==> src/rtl/alu_muldiv_controller.sv <==
// alu_muldiv_controller: multi-cycle MUL/DIV/MOD sequencer beside the ALU (shift-add / restoring divide).
// Define ALU_MULDIV_SIGNED_EN to add the op_signed input for two's-complement operation.
module alu_muldiv_controller #(
   parameter int WIDTH = 32
) (
   input  logic             clk,
   input  logic             rst_n,
   input  logic             start,
   input  logic [1:0]       op,
`ifdef ALU_MULDIV_SIGNED_EN
   input  logic             op_signed,
`endif
   input  logic [WIDTH-1:0] operand1,
   input  logic [WIDTH-1:0] operand2,
   output logic             busy,
   output logic             done,
   output logic [WIDTH-1:0] result,
   output logic             div_by_zero
);
   localparam int CW = $clog2(WIDTH + 1);
   typedef enum logic [1:0] {IDLE, RUN, DONE} state_t;
   state_t state, state_next;
   logic [1:0] op_q;
   logic [WIDTH-1:0] acc, acc_next, sa, sa_next, sb, sb_next, mag1, mag2, raw, res_final;
   logic [WIDTH:0] shifted, diff;
   logic [CW-1:0] cnt;
   logic neg, s1, s2, zero_div, last;
`ifdef ALU_MULDIV_SIGNED_EN
   assign s1 = op_signed & operand1[WIDTH-1];
   assign s2 = op_signed & operand2[WIDTH-1];
`else
   assign s1 = 1'b0;
   assign s2 = 1'b0;
`endif
   assign mag1 = s1 ? ~operand1 + WIDTH'(1) : operand1;
   assign mag2 = s2 ? ~operand2 + WIDTH'(1) : operand2;
   assign zero_div = (op == 2'b01 || op == 2'b10) && operand2 == '0;
   assign last = cnt == CW'(WIDTH - 1);
   assign busy = state != IDLE;
   assign done = state == DONE;
   // sa holds multiplicand (MUL) or dividend shifting into quotient (DIV/MOD); acc is product or remainder
   always_comb begin
      shifted = {acc, sa[WIDTH-1]};
      diff = shifted - {1'b0, sb};
      acc_next = op_q == 2'b00 ? acc + (sb[0] ? sa : '0) : (diff[WIDTH] ? shifted[WIDTH-1:0] : diff[WIDTH-1:0]);
      sa_next = op_q == 2'b00 ? sa << 1 : {sa[WIDTH-2:0], ~diff[WIDTH]};
      sb_next = op_q == 2'b00 ? sb >> 1 : sb;
      raw = op_q == 2'b01 ? sa_next : acc_next;
      res_final = neg ? ~raw + WIDTH'(1) : raw;
      state_next = state == IDLE ? (start ? ((op == 2'b11 || zero_div) ? DONE : RUN) : IDLE) :
                   state == RUN  ? (last ? DONE : RUN) : IDLE;
   end
   always_ff @(posedge clk or negedge rst_n) begin
      if (!rst_n) begin
         state <= IDLE;
         op_q <= '0;
         acc <= '0;
         sa <= '0;
         sb <= '0;
         cnt <= '0;
         neg <= 1'b0;
         result <= '0;
         div_by_zero <= 1'b0;
      end else begin
         state <= state_next;
         if (state == IDLE && start) begin
            op_q <= op;
            sa <= mag1;
            sb <= mag2;
            acc <= '0;
            cnt <= '0;
            neg <= op == 2'b10 ? s1 : s1 ^ s2;
            div_by_zero <= zero_div;
            if (zero_div) result <= op == 2'b01 ? '1 : operand1;
            else if (op == 2'b11) result <= '0;
         end else if (state == RUN) begin
            acc <= acc_next;
            sa <= sa_next;
            sb <= sb_next;
            cnt <= cnt + CW'(1);
            if (last) result <= res_final;
         end
      end
   end
endmodule

==> config.mk <==
export PLATFORM = sky130hd
export DESIGN_NAME = alu_muldiv_controller
export DESIGN_NICKNAME = d
export VERILOG_FILES = /design/src/rtl/alu_muldiv_controller.sv
export SDC_FILE = /design/constraint.sdc
export NUM_CORES = 1
export LEC_CHECK = 0
export ABC_AREA = 1
export BUFFER_PORTS_ARGS = -buffer_cell sky130_fd_sc_hd__buf_2
export CAP_MARGIN = 0
export CELL_PAD_IN_SITES_DETAIL_PLACEMENT = 0
export CELL_PAD_IN_SITES_GLOBAL_PLACEMENT = 2
export CORE_MARGIN = 2
export CORE_UTILIZATION = 33
export DETAILED_ROUTE_END_ITERATION = 8
export PLACE_DENSITY_LB_ADDON = 0.1
export SYNTH_ARGS = -nofsm -noshare
export SYNTH_HDL_FRONTEND = slang
export SYNTH_SLANG_ARGS = --single-unit
==> constraint.sdc <==
create_clock -name clk -period 3.1 [get_ports clk]
set_input_delay 0.62 -clock clk [delete_from_list [all_inputs] [get_ports clk]]
set_output_delay 0.62 -clock clk [all_outputs]
set_load 0.02 [all_outputs]
* Word-level counts from Yosys, hierarchy flattened
Index checks and enable logic that the tools add are counted.
Widths: inputs -> output; s select.
** Word-level totals
- Bits in registers :: 139
- Input bits :: 69
- Output and inout bits :: 35
- Logic and storage cells :: 58
** Cells by class
- $add $sub $neg :: 3
- Equal/unequal tests :: 8
- Mux-type cells :: 25
- Bitwise gates (word level) :: 1
- Reductions and logical operators :: 13
** Operators with widths (count)
- $mux 32 :: 17
- $sub 33x32->33 :: 1
- $add 32x32->32 :: 1
- $logic_not 32->1 :: 1
- $mux 6 :: 2
- $mux 2 :: 5
- $reduce_bool 2->1 :: 4
- $add 6x1->6 const B :: 1
- $eq 2x1->1 const B :: 3
- $eq 2x2->1 const B :: 3
- $eq 6x5->1 const B :: 1
- $logic_not 2->1 :: 2
- $ne 3x3->1 const B :: 1
- $reduce_and 3->1 :: 1
- $logic_and 1x1->1 :: 2
- $logic_or 1x1->1 :: 2
- $reduce_and 2->1 :: 1
- $mux 1 :: 1
- $not 1->1 :: 1

* Logic depth before layout (Yosys ltp)
Gate-level depths: netlist of the first run.
- Depth in word-level cells :: 7
- Depth in mapped cells :: 21
- Gate-level depth less buffers :: 20

* Worst setup path before layout of the first run
OpenSTA, ideal clock, no wires.
- Path type :: flip-flop to flip-flop
- Start point :: reg sb[0]
- End point :: reg result[22]
- Setup time :: 77 ps
- Data arrival time :: 2473 ps
- Required time :: 3023 ps
- Setup slack :: 549 ps
- Cell stages (with the launch flop) :: 19
- Buffers on the path :: 1
- Period minus slack after synthesis :: 2551 ps
- Path through :: dfrtp_1 -> clkbuf_1 -> nand2_1 -> inv_1 -> ha_1 -> fa_1 -> nand2_1 -> nand2_1 -> o21ai_0 -> o21ai_0 -> nand2_1 -> nand2_1 -> a21oi_1 -> inv_1 -> nand2_1 -> nand3_1 -> nand3_1 -> nand2_1 -> a21oi_1
** Between the ends
- Word-level cells in the longest chain between the ends :: 7
- Elaborated cells on any way between the ends :: 9
- Classes of those cells :: add/sub (2); mux (7)
** Ends and longest elaborated chain
- start, declared :: RTL line 24 : logic [WIDTH-1:0] acc, acc_next, sa, sa_next, sb, sb_next, mag1, mag2, raw, res_final;
- start signal, assigned :: RTL line 69 : sb <= mag2;
- start signal, assigned :: RTL line 79 : sb <= sb_next;
- $sub 33x32->33 or $mux 32 (tied branches) :: RTL line 44, 45
- $mux 32 or $add 32x32->32 (tied branches) :: RTL line 45 : acc_next = op_q == 2'b00 ? acc + (sb[0] ? sa : '0) : (diff[WIDTH] ? shifted[WIDTH-1:0] : diff[WIDTH-1:0]);
- $mux 32 * :: RTL line 45
- $mux 32 * :: RTL line 48 : raw = op_q == 2'b01 ? sa_next : acc_next;
- $mux 32 * :: RTL line 81 : if (last) result <= res_final;
- $mux 32 * :: RTL line 76 : end else if (state == RUN) begin
- $mux 32 * :: RTL line 66 : if (state == IDLE && start) begin
- end signal, assigned :: RTL line 74 : if (zero_div) result <= op == 2'b01 ? '1 : operand1;
- end signal, assigned :: RTL line 81
- end, declared :: RTL line 17 : output logic [WIDTH-1:0] result,
Every way passes the cells marked *; elsewhere a longest branch is shown, timed or not. The select of a mux whose other input is x is not followed.
A chain may end at the register's enable or synchronous reset.

* Worst setup path after layout of the first run
- Start point :: reg sb[0]
- End point :: reg result[18]
Same word-level chain as after synthesis.

==> results by group, run 1 <==
Status
  • Status: finished clean

Place
  • Placed insts: roughly 2600
  • Final weighted congestion in routability-driven placement: around 0.91
  • DP Worst Slack: -113.9 ps
  • PortBufs: 103
  • Dpl hpwl: ~38000 um

Critical path
  • Slowest cell on crit path: dfrtp_2
  • Worst setup EP type: register
  • Top fanout value on the critical path: 25
  • Reg2reg end: result[18]$_DFFE_PN0P_
  • Worst path required time: roughly 3400 ps
  • Crit path cell chain: buf_4, buf_12, nand2_1, inv_1, ha_2, nand2_1, nor2_1, inv_1, nor2_2, nand4_1, nand3_1, a21oi_1, o21ai_0, nand3_1, nand2_1, a21oi_1
  • CP arrival: between 3000 and 4000 ps
  • RR Startpoint: sb[0]$_DFFE_PN0P_
  • Worst path depth: 16
  • Critical Path Source Type: register
  • R2r worst-path depth: 16
  • CP Buf/Inv Count: 4
  • Worst path most repeated cell: nand2_1
  • Max stage delay on crit path: around 440 ps
  • Critical Path Start: sb[0]$_DFFE_PN0P_
  • CP Class: reg2reg
  • Worst Setup EP: result[18]$_DFFE_PN0P_
  • Reg-to-reg setup timing slack: roughly 190 ps
  • Critical path's top delay family: simple AND/OR/NAND/NOR gates

Synth
  • Post-Syn Nets: around 2200
  • Post-synth EDFFs: 0
  • Primary FF master, synth: dfrtp_1
  • Count of different cell masters after synthesis: 44
  • Synthesized area per cell: 6.119 um2
  • Ys async rst share: 1.000
  • Seq/Total Area, Yosys: 0.2808
  • Synth Instances: slightly above 2000
  • Yosys reg bits: between 100 and 150
  • YS warnings: 0
  • Synthesized cell area: roughly 0.012 mm2

Route
  • Drt total wl: ~48000 um
  • DR iter-0 viols: ~700
  • Drt pass-1 iters: 5
  • Vias per inst: 4.928
  • Drt wl/cell: approximately 18 um
  • DRT antenna net count: 0
  • Drc violations: 0
  • Via count: about 13000

Clock tree
  • CTS Buf Count: 17
  • Worst skew pair latency: between 400 and 500 ps
  • Clock Sinks: 139
  • Max H-tree Level: 4
  • CTS Buffer Depth: 2
  • CTS root buf: clkbuf_16
  • CTS tree: done
  • Setup Buffers After CTS: 0
  • Clock Pin Slew Worst Setup and Hold Paths: roughly 70 ps

Floorplanning
  • Die ar.: 0.03910 mm2
  • Row count: 70
  • Die X: around 200 um
  • Core area: approximately 0.037 mm2
  • Initial Util: 0.3367
  • Die Ht: 197.7 um
  • Ports: roughly 100

Worst hold path
  • Worst min-delay path category: in2async

STA
  • Final worst-path cycle share: 0.9396
  • Final slew viol count: 0
  • Unrepaired setup endpoints after global routing: no
  • Final hold violations: 0
  • Final-report setup violation count: 0
  • Min Tclk post-route: 2913 ps
  • Max-slew headroom: 0.2922
  • F_max: approximately 340 MHz
  • Post-route setup TNS: 0 ps
  • Slack of the critical path: approximately 190 ps
  • Post-Route Skew: 14.59 ps
  • Worst-Margin Slew: roughly 1100 ps

Global route
  • Gr ovfl total: 0
  • Vias in the first global route: 12671
  • Pin count of the biggest net entering global routing: 58
  • Gr usage total: 0.2517
  • First-pass GRT wire length: 74440 um
  • Antenna violations before repair: 0

Layout
  • Fillcell total: around 4100
  • Fraction of layout cells with a size suffix above 1: 0.1241
  • Non-filler instance count after layout: approximately 2600
  • Fin util: 0.3932
  • Fin nets: ~2300
  • Layout Area Growth over Synthesis: 16.77%
  • Diode count: 0

Flow run
  • Max_cap viols: 0
==> cells by family (layout without fill, tap and decap cells) <==
| kind of cell | Yosys count | count (layout) | share of synthesized area |
|---|---|---|---|
| simple gates | 1054 | 1058 | 0.3478 |
| buf+inv | 422 | 554 | 0.1324 |
| compound gates | 321 | 321 | 0.1544 |
| flops | 139 | 139 | 0.2808 |
| fa+ha+maj | 69 | 69 | 0.07092 |
| xor+xnor | 18 | 18 | 0.01273 |
| mux | 1 | 1 | 0.0009091 |
==> how the worst min path moves through the flow <==
stage / startpoint / cells after the start / end / slack, ps
global placement: div_by_zero$_DFFE_PN0P_ / 2 / div_by_zero$_DFFE_PN0P_ / 470
floorplan: rst_n / 0 / acc[0]$_DFFE_PN0P_ / 320
CTS: rst_n / 1 / result[4]$_DFFE_PN0P_ / 170
detailed placement: div_by_zero$_DFFE_PN0P_ / 2 / div_by_zero$_DFFE_PN0P_ / 470
global route: rst_n / 1 / result[3]$_DFFE_PN0P_ / 180
finish: rst_n / 1 / result[3]$_DFFE_PN0P_ / 150
==> through the flow <==
step	instance area, um2	hold WS [ps]
after global placement	13740	472.6
after CTS	14310	169.2
after global routing	14460	184.9
after detailed placement	13740	473.4
after floorplan	12390	324.4
final	14460	149.7
==> layout by cell type, fill, tap and decap left out, types with 6 or more instances in the layout <==
cell / instances
nand2_1: 639
inv_1: 350
nor2_1: 214
dfrtp_1: 138
nand3_1: 120
o21ai_0: 118
buf_2: 102
a21oi_1: 92
ha_1: 65
buf_4: 58
o211ai_1: 32
o221ai_1: 28
a21oi_2: 19
nand4_1: 17
clkbuf_16: 17
a21o_1: 14
nand2_2: 13
nor3_1: 10
nand3b_1: 10
xnor2_1: 9
xor2_1: 9
nor2_2: 8
clkinv_2: 6
==> flip-flops by register name, indices dropped and copies added, names as in the netlist <==
| register | cells |
|---|---|
| result | 32 |
| acc | 32 |
| sb | 32 |
| sa | 32 |
| op_q | 2 |
| cnt | 6 |
| div_by_zero | 1 |
| state | 2 |
==> synth_stat cells, types with 17 or more instances <==
library cell | n | area, um2
o221ai_1 | 28 | 245.2
nand4_1 | 17 | 106.4
clkbuf_1 | 51 | 191.4
inv_1 | 351 | 1318
ha_1 | 67 | 838.3
dfrtp_1 | 139 | 3478
nand3_1 | 124 | 620.6
nor2_1 | 217 | 814.5
o211ai_1 | 32 | 240.2
nand2_1 | 644 | 2417
o21ai_0 | 121 | 605.6
a21oi_1 | 98 | 490.5
==> final cells by class <==
type	instances	area, um2	area share
Clock buffer	21	470.5	0.03253
Clock inverter	11	95.09	0.006575
Inverter	356	1336	0.09240
Multi-Input combinational cell	1467	7438	0.5143
Sequential cell	139	3480	0.2406
Tap cell	468	585.6	0.04049
Timing Repair Buffer	166	1057	0.07310
==> per-layer routing <==
metal	GRT usage	vias up	routed length (um)
met3	0.03304	36	2203
met5	0	-	0
li1	-	6650	-
met1	0.3680	5982	24290
met2	0.3885	283	20870
met4	0.06711	0	980
==> repair_timing <==
item,4_1_cts,5_1_grt
endpoints found under the setup margin,0,38
resized for setup,0,31
hold buffers,0,0
Power of run 1 is left out: the tool's default activity adds up to more than one toggle a clock period on the data nets, which glitch-free logic cannot reach.
==> inputs of run 2 (changes only) <==
--- a/config.mk
+++ b/config.mk
@@ -5,13 +5,12 @@
 export SDC_FILE = /design/constraint.sdc
 export NUM_CORES = 1
 export LEC_CHECK = 0
-export ABC_AREA = 1
 export BUFFER_PORTS_ARGS = -buffer_cell sky130_fd_sc_hd__buf_2
 export CAP_MARGIN = 0
 export CELL_PAD_IN_SITES_DETAIL_PLACEMENT = 0
 export CELL_PAD_IN_SITES_GLOBAL_PLACEMENT = 2
 export CORE_MARGIN = 2
-export CORE_UTILIZATION = 33
+export CORE_UTILIZATION = 36
 export DETAILED_ROUTE_END_ITERATION = 8
 export PLACE_DENSITY_LB_ADDON = 0.1
 export SYNTH_ARGS = -nofsm -noshare
==> results by group, run 2 <==
Global route
  • Antenna violations before repair: 0 (unchanged)
  • Global-route track usage on met2: 0.4162 (was 0.3885)
  • GRT busiest layer: met2 (unchanged)
  • First-pass GRT wire length: 67380 um (was 74440 um)
  • Pin count of the biggest net entering global routing: 53 (was 58)
  • Vias in the first global route: 11345 (was 12671)
  • Gr usage total: 0.2806 (was 0.2517)
  • M1 GR Usage: 0.4115 (was 0.3680)
  • Gr ovfl total: 0 (unchanged)
  • Met3 Usage GRT: 0.05916 (was 0.03304)

Synth
  • Count of different cell masters after synthesis: 77 (was 44)
  • Cell type with the largest total area after synthesis: dfrtp_1 (unchanged)
  • Synthesized cell area: 0.01101 mm2 (was 0.01239 mm2)
  • Most area-consuming cells after synthesis: dfrtp_1, nand2_1, ha_1 (was dfrtp_1, nand2_1, inv_1)
  • Synth cell count leaders: nand2_1, dfrtp_1, a21oi_1 (was nand2_1, inv_1, nor2_1)
  • Ys async rst share: 1.000 (unchanged)
  • Seq/Total Area, Yosys: 0.3159 (was 0.2808)
  • Primary FF master, synth: dfrtp_1 (unchanged)
  • Yosys reg bits: 139 (unchanged)
  • Post-Syn Nets: 1535 (was 2162)
  • Simple-gate portion of the synthesized area: 0.2175 (was 0.3478)
  • Post-synth EDFFs: 0 (unchanged)
  • Synthesized area per cell: 7.882 um2 (was 6.119 um2)
  • Synth Area in Adders: 0.07976 (was 0.07092)
  • Post-synthesis mux area share: 0.01625 (was 0.0009092)
  • Most frequent cell after synthesis: nand2_1 (unchanged)
  • Main combinational cell family by area after synthesis: compound AO/OA/AOI/OAI gates (was simple AND/OR/NAND/NOR gates)
  • Yosys top cell area share: 0.3159 (was 0.2808)
  • Xor/xnor cell area share of the yosys netlist: 0.04465 (was 0.01273)
  • Synth Instances: 1397 (was 2024)
  • Compound-cell area share of the yosys netlist: 0.2725 (was 0.1544)
  • YS warnings: 0 (unchanged)

Route
  • Vias per inst: 5.551 (was 4.928)
  • Via count: 11841 (was 12951)
  • Drt wl/cell: 20.80 um (was 18.40 um)
  • Drt total wl: 44360 um (was 48350 um)
  • Drt pass-1 iters: 5 (unchanged)
  • DRT antenna net count: 0 (unchanged)
  • Drc violations: 0 (unchanged)
  • DR iter-0 viols: 928 (was 718)

Place
  • PortBufs: 103 (unchanged)
  • Final weighted congestion in routability-driven placement: 0.9141 (was 0.9087)
  • Dpl hpwl: 32640 um (was 37620 um)

Clock tree
  • Worst skew pair latency: 450 ps (about the same)
  • Clock Sinks: 139 (unchanged)
  • Clock Pin Slew Worst Setup and Hold Paths: 70 ps (about the same)
  • CTS Buf Count: 17 (unchanged)
  • CTS root buf: clkbuf_16 (unchanged)
  • CTS tree: done (unchanged)
  • Hold_buf cts: 0 (unchanged)
  • Max H-tree Level: 4 (unchanged)
  • CTS Buffer Depth: 2 (unchanged)

Status
  • Status: finished with violations (was finished clean)
  • Failing checks: negative setup slack

Critical path
  • R2r worst-path depth: 14 (was 16)
  • CP arrival: 3650 ps (was 3240 ps)
  • Worst setup EP type: register (unchanged)
  • Critical Path Source Type: register (unchanged)
  • Crit path cell chain: ha_4, fa_2, nor2b_4, o31ai_4, a211oi_2, nor2_2, a21oi_2, a211oi_4, buf_4, xor2_4, buf_12, or3_4, a31oi_2, a221o_1 (was buf_4, buf_12, nand2_1, inv_1, ha_2, nand2_1, nor2_1, inv_1, nor2_2, nand4_1, nand3_1, a21oi_1, o21ai_0, nand3_1, nand2_1, a21oi_1)
  • CP Class: reg2reg (unchanged)
  • Worst path required time: 3490 ps (was 3430 ps)
  • Top fanout value on the critical path: 6 (was 25)
  • Max stage delay on crit path: 450 ps (was 440 ps)
  • Slowest cell on crit path: dfrtp_2 (unchanged)

STA
  • Final worst-path cycle share: 1.051 (was 0.9396)
  • Max-slew headroom: 0.3557 (was 0.2922)
  • Post-Route Skew: 14.86 ps (was 14.59 ps)
  • Final-report setup violation count: 47 (was 0)
  • Min Tclk post-route: 3257 ps (was 2913 ps)
  • F_max: 307.0 MHz (was 343.3 MHz)
  • Worst-Margin Slew: 963.7 ps (was 1058 ps)
  • Unrepaired setup endpoints after global routing: yes (was no)
  • Final slew viol count: 0 (unchanged)
  • Final hold violations: 0 (unchanged)
  • Slack of the critical path: -157.2 ps (was 187.3 ps)

Layout
  • Fin util: 0.5275 (was 0.3932)
  • Commonest non-fill, non-tap cell in the layout: buf_4 (was nand2_1)
  • Fin nets: 1863 (was 2285)
  • Commonest cells after routing, fill and taps aside: buf_4, nand2_1, dfrtp_1, buf_2, nor2_1 (was nand2_1, inv_1, nor2_1, dfrtp_1, nand3_1)
  • Fillcell total: 2890 (was 4125)
  • Layout Area Growth over Synthesis: 45.39% (was 16.77%)
  • Fraction of layout cells with a size suffix above 1: 0.3690 (was 0.1241)
  • Diode count: 0 (unchanged)

Flow run
  • Max_cap viols: 0 (unchanged)

Floorplanning
  • Die Ht: 178.9 um (was 197.7 um)
  • Core area: 0.03035 mm2 (was 0.03679 mm2)
  • Die ar.: 0.03200 mm2 (was 0.03910 mm2)
  • Ports: 104 (unchanged)
  • Die X: 178.9 um (was 197.7 um)
  • Row count: 64 (was 70)
  • Initial Util: 0.3628 (was 0.3367)

Worst hold path
  • Worst min-delay path category: in2async (unchanged)
[run 2: changes by cell type in the layout (fill, tap and decap cells not counted), moves of 26 or more]
cell      change
o21ai_0      -41
buf_4       +191
a31oi_1      +42
nand2_1     -399
nand3_1      -71
o221ai_1     -26
ha_1         -26
nor2_1      -129
inv_1       -301
a22oi_1      +31
[run 2: path summary, 6_finish.rpt]
check | start | to | slack (ps)
max | sb[0]$_DFFE_PN0P_ | result[13]$_DFFE_PN0P_ | -160
min | rst_n | sa[5]$_DFFE_PN0P_ | 140
max reg2reg | sb[0]$_DFFE_PN0P_ | result[13]$_DFFE_PN0P_ | -160
min reg2reg | result[14]$_DFFE_PN0P_ | result[14]$_DFFE_PN0P_ | 490
max in group asynchronous | rst_n | op_q[0]$_DFFE_PN0P_ | 2260
min in group clk | operand2[31] | sb[31]$_DFFE_PN0P_ | 390
[run 2: final cells by class]
class	instances	area [um2]	share of cell area
clock buffer	20	456.7	0.02852
sequential	139	3482	0.2175
inverter	52	195.2	0.01219
tap	396	495.5	0.03095
clock inverter	11	167.7	0.01047
multi-input combinational	1122	8188	0.5114
timing repair buffer	393	3025	0.1890
[run 2: logic make-up after synthesis]
kind of cell / after synthesis
compound gates: 454
xor+xnor: 54
fa+ha+maj: 69
buf+inv: 136
flops: 139
mux: 17
simple gates: 528
[run 2: through the flow]
step / hold WS [ps] / setup WS [ps] / area, um2 / TNS [ps] / instances
finish: 144.5 / -157.2 / 16010 / -4038 / 2133
global placement: 463.3 / -343.4 / 13710 / -8824 / 2064
detailed placement: 478.8 / -408.0 / 13710 / -12050 / 2064
floorplan: 324.4 / 8.029 / 11050 / 0 / 1397
global route: 172.9 / -302.7 / 16010 / -11270 / 2133
CTS: 148.1 / -177.6 / 15340 / -4015 / 2119
[run 2: per-layer routing]
| layer | routed length [um] | up-vias | part of all wire |
|---|---|---|---|
| met5 | 0 | - | 0 |
| li1 | - | 5677 | - |
| met2 | 19230 | 357 | 0.43 |
| met1 | 21650 | 5763 | 0.49 |
| met3 | 2764 | 44 | 0.062 |
| met4 | 713 | 0 | 0.016 |
[run 2: critical path, delay by kind of cell, from the launching register on]
family,cells,cell delay (ps)
DFF,1,450
and+or+nand+nor,3,630
adders and majority gates,2,600
buffers and inverters,2,330
xor gates and xnor gates,1,160
AOI/OAI and AO/OA,6,1040
[run 2: timing repair]
action                                  4_1_cts  5_1_grt
endpoints found under the setup margin       62       64
gates resized for setup                     147      106
cloned                                        2        1
buffers inserted                             25       17
pin swaps                                    72       86
Power of run 2 is left out for the same reason.
==> inputs of run 3 (changes only) <==
==> constraint.sdc (replaced) <==
create_clock -name clk -period 3.1 [get_ports clk]
set_input_delay 0.155 -clock clk [delete_from_list [all_inputs] [get_ports clk]]
set_output_delay 0.155 -clock clk [all_outputs]
set_load 0.02 [all_outputs]
==> results by group, run 3 (synthesized netlist as in run 2, its figures left out) <==
STA
  • Final hold violations: 0 (unchanged)
  • Final worst-path cycle share: 1.047 (was 1.051)
  • Worst-Margin Slew: 957.9 ps (was 963.7 ps)
  • Final-report setup violation count: 54 (was 47)
  • Min Tclk post-route: 3245 ps (was 3257 ps)
  • Max-slew headroom: 0.3596 (was 0.3557)
  • Final slew viol count: 0 (unchanged)
  • Unrepaired setup endpoints after global routing: yes (unchanged)
  • F_max: 308.2 MHz (was 307.0 MHz)
  • Post-Route Skew: 11.13 ps (was 14.86 ps)
  • Slack of the critical path: -144.9 ps (was -157.2 ps)

Floorplanning
  • Row count: 64 (unchanged)
  • Ports: 104 (unchanged)
  • Initial Util: 0.3628 (unchanged)
  • Die X: 178.9 um (unchanged)
  • Core area: 0.03035 mm2 (unchanged)
  • Die ar.: 0.03200 mm2 (unchanged)
  • Die Ht: 178.9 um (unchanged)

Route
  • Via count: 11824 (was 11841)
  • DR iter-0 viols: 777 (was 928)
  • Drt total wl: 44100 um (was 44360 um)
  • Vias per inst: 5.454 (was 5.551)
  • DRT antenna net count: 0 (unchanged)
  • Drt pass-1 iters: 6 (was 5)
  • Drc violations: 0 (unchanged)
  • Drt wl/cell: 20.34 um (was 20.80 um)

Layout
  • Commonest non-fill, non-tap cell in the layout: nand2_1 (was buf_4)
  • Diode count: 0 (unchanged)
  • Fraction of layout cells with a size suffix above 1: 0.3290 (was 0.3690)
  • Commonest cells after routing, fill and taps aside: nand2_1, buf_4, dfrtp_1, buf_2, nor2_1 (was buf_4, nand2_1, dfrtp_1, buf_2, nor2_1)
  • Layout Area Growth over Synthesis: 47.22% (was 45.39%)
  • Fin util: 0.5342 (was 0.5275)
  • Fin nets: 1897 (was 1863)

Clock tree
  • CTS Buf Count: 17 (unchanged)
  • CTS tree: done (unchanged)
  • CTS Buffer Depth: 2 (unchanged)
  • Max H-tree Level: 4 (unchanged)
  • Worst skew pair latency: 450 ps (about the same)
  • Clock Pin Slew Worst Setup and Hold Paths: 60 ps (was 70 ps)
  • CTS root buf: clkbuf_16 (unchanged)
  • Clock Sinks: 139 (unchanged)

Global route
  • Vias in the first global route: 11606 (was 11345)
  • Met3 Usage GRT: 0.06298 (was 0.05916)
  • M1 GR Usage: 0.4045 (was 0.4115)
  • Gr usage total: 0.2794 (was 0.2806)
  • Pin count of the biggest net entering global routing: 56 (was 53)
  • Gr ovfl total: 0 (unchanged)
  • Antenna violations before repair: 0 (unchanged)
  • Global-route track usage on met2: 0.4186 (was 0.4162)
  • First-pass GRT wire length: 67440 um (was 67380 um)
  • GRT busiest layer: met2 (unchanged)

Place
  • PortBufs: 103 (unchanged)
  • DP Worst Slack: -386.3 ps (was -408.0 ps)
  • Dpl hpwl: 32120 um (was 32640 um)
  • Final weighted congestion in routability-driven placement: 0.9110 (was 0.9141)

Worst hold path
  • Worst min-delay path category: in2reg (was in2async)

Flow run
  • Max_cap viols: 0 (unchanged)

Critical path
  • Worst path required time: 3460 ps (was 3490 ps)
  • Worst setup EP type: register (unchanged)
  • Top fanout value on the critical path: 6 (unchanged)
  • CP Class: reg2reg (unchanged)
  • Reg-to-reg setup timing slack: -140 ps (was -160 ps)
  • CP arrival: 3600 ps (was 3650 ps)
  • Critical Path Source Type: register (unchanged)

Status
  • Status: finished with violations (unchanged)
  • Failing checks: negative setup slack (unchanged)
run 3: cell count changes in the layout (fill, tap and decap cells not counted), sizes merged:
| cell | previous run | this run |
|---|---|---|
| clkinvlp | 2 | 1 |
| dlygate4sd3 | 0 | 63 |
| buf | 392 | 363 |
| clkbuf | 21 | 22 |
| clkinv | 5 | 6 |
run 3: final timing paths:
path                                              start                 endpoint  depth (start not counted)
worst max-delay path                  sb[0]$_DFFE_PN0P_      acc[13]$_DFFE_PN0P_                         14
worst min-delay path                       operand2[15]       sb[15]$_DFFE_PN0P_                          3
worst max register to register        sb[0]$_DFFE_PN0P_      acc[13]$_DFFE_PN0P_                         14
worst min register to register  div_by_zero$_DFFE_PN0P_  div_by_zero$_DFFE_PN0P_                          1
max in group asynchronous                         rst_n       sb[26]$_DFFE_PN0P_                          3
min in group asynchronous                         rst_n   result[10]$_DFFE_PN0P_                          2
run 3: layout make-up:
class | instances | area [um2]
inverter | 52 | 195.2
timing repair buffer | 427 | 3378
clock buffer | 21 | 470.5
clock inverter | 11 | 165.2
tap | 396 | 495.5
sequential | 139 | 3483
fill | 2930 | 14140
multi-input combinational | 1122 | 8024
run 3: metrics by stage:
step                TNS (ps)  cells  instance area [um2]  hold WS (ps)
global route          -10190   2168                16210         27.01
finish                 -3671   2168                16210         26.29
CTS                    -2659   2160                15580         21.73
global placement       -8294   2046                13570         164.5
detailed placement    -12360   2046                13570         154.2
floorplan                  0   1397                11050        -140.6
run 3: critical path, stage by stage, from the launching register on:
cell,delay [ps]
dfrtp_2,460
buf_4,160
ha_4,160
fa_2,360
nor2b_4,160
o31ai_4,70
a211oi_2,260
nor2_4,80
a21oi_4,170
a211oi_4,120
xor2_2,200
clkbuf_16,200
or3_4,410
a31oi_4,190
o2bb2ai_1,140
run 3: what timing repair did:
action | in CTS | in global routing
pin swaps | 24 | 68
buffers inserted | 19 | 12
gates cloned | 2 | 1
endpoints found under the hold margin | 116 | 0
endpoints found under the setup margin | 63 | 62
hold buffers | 63 | 0
gates resized for setup | 108 | 108
run 3: metal layers:
metal  wire [um]  vias up
li1            -     5743
met1       21520     5704
met2       19160      340
met3        2714       37
met4         709        0
met5           0        -
Power of run 3 is left out for the same reason.
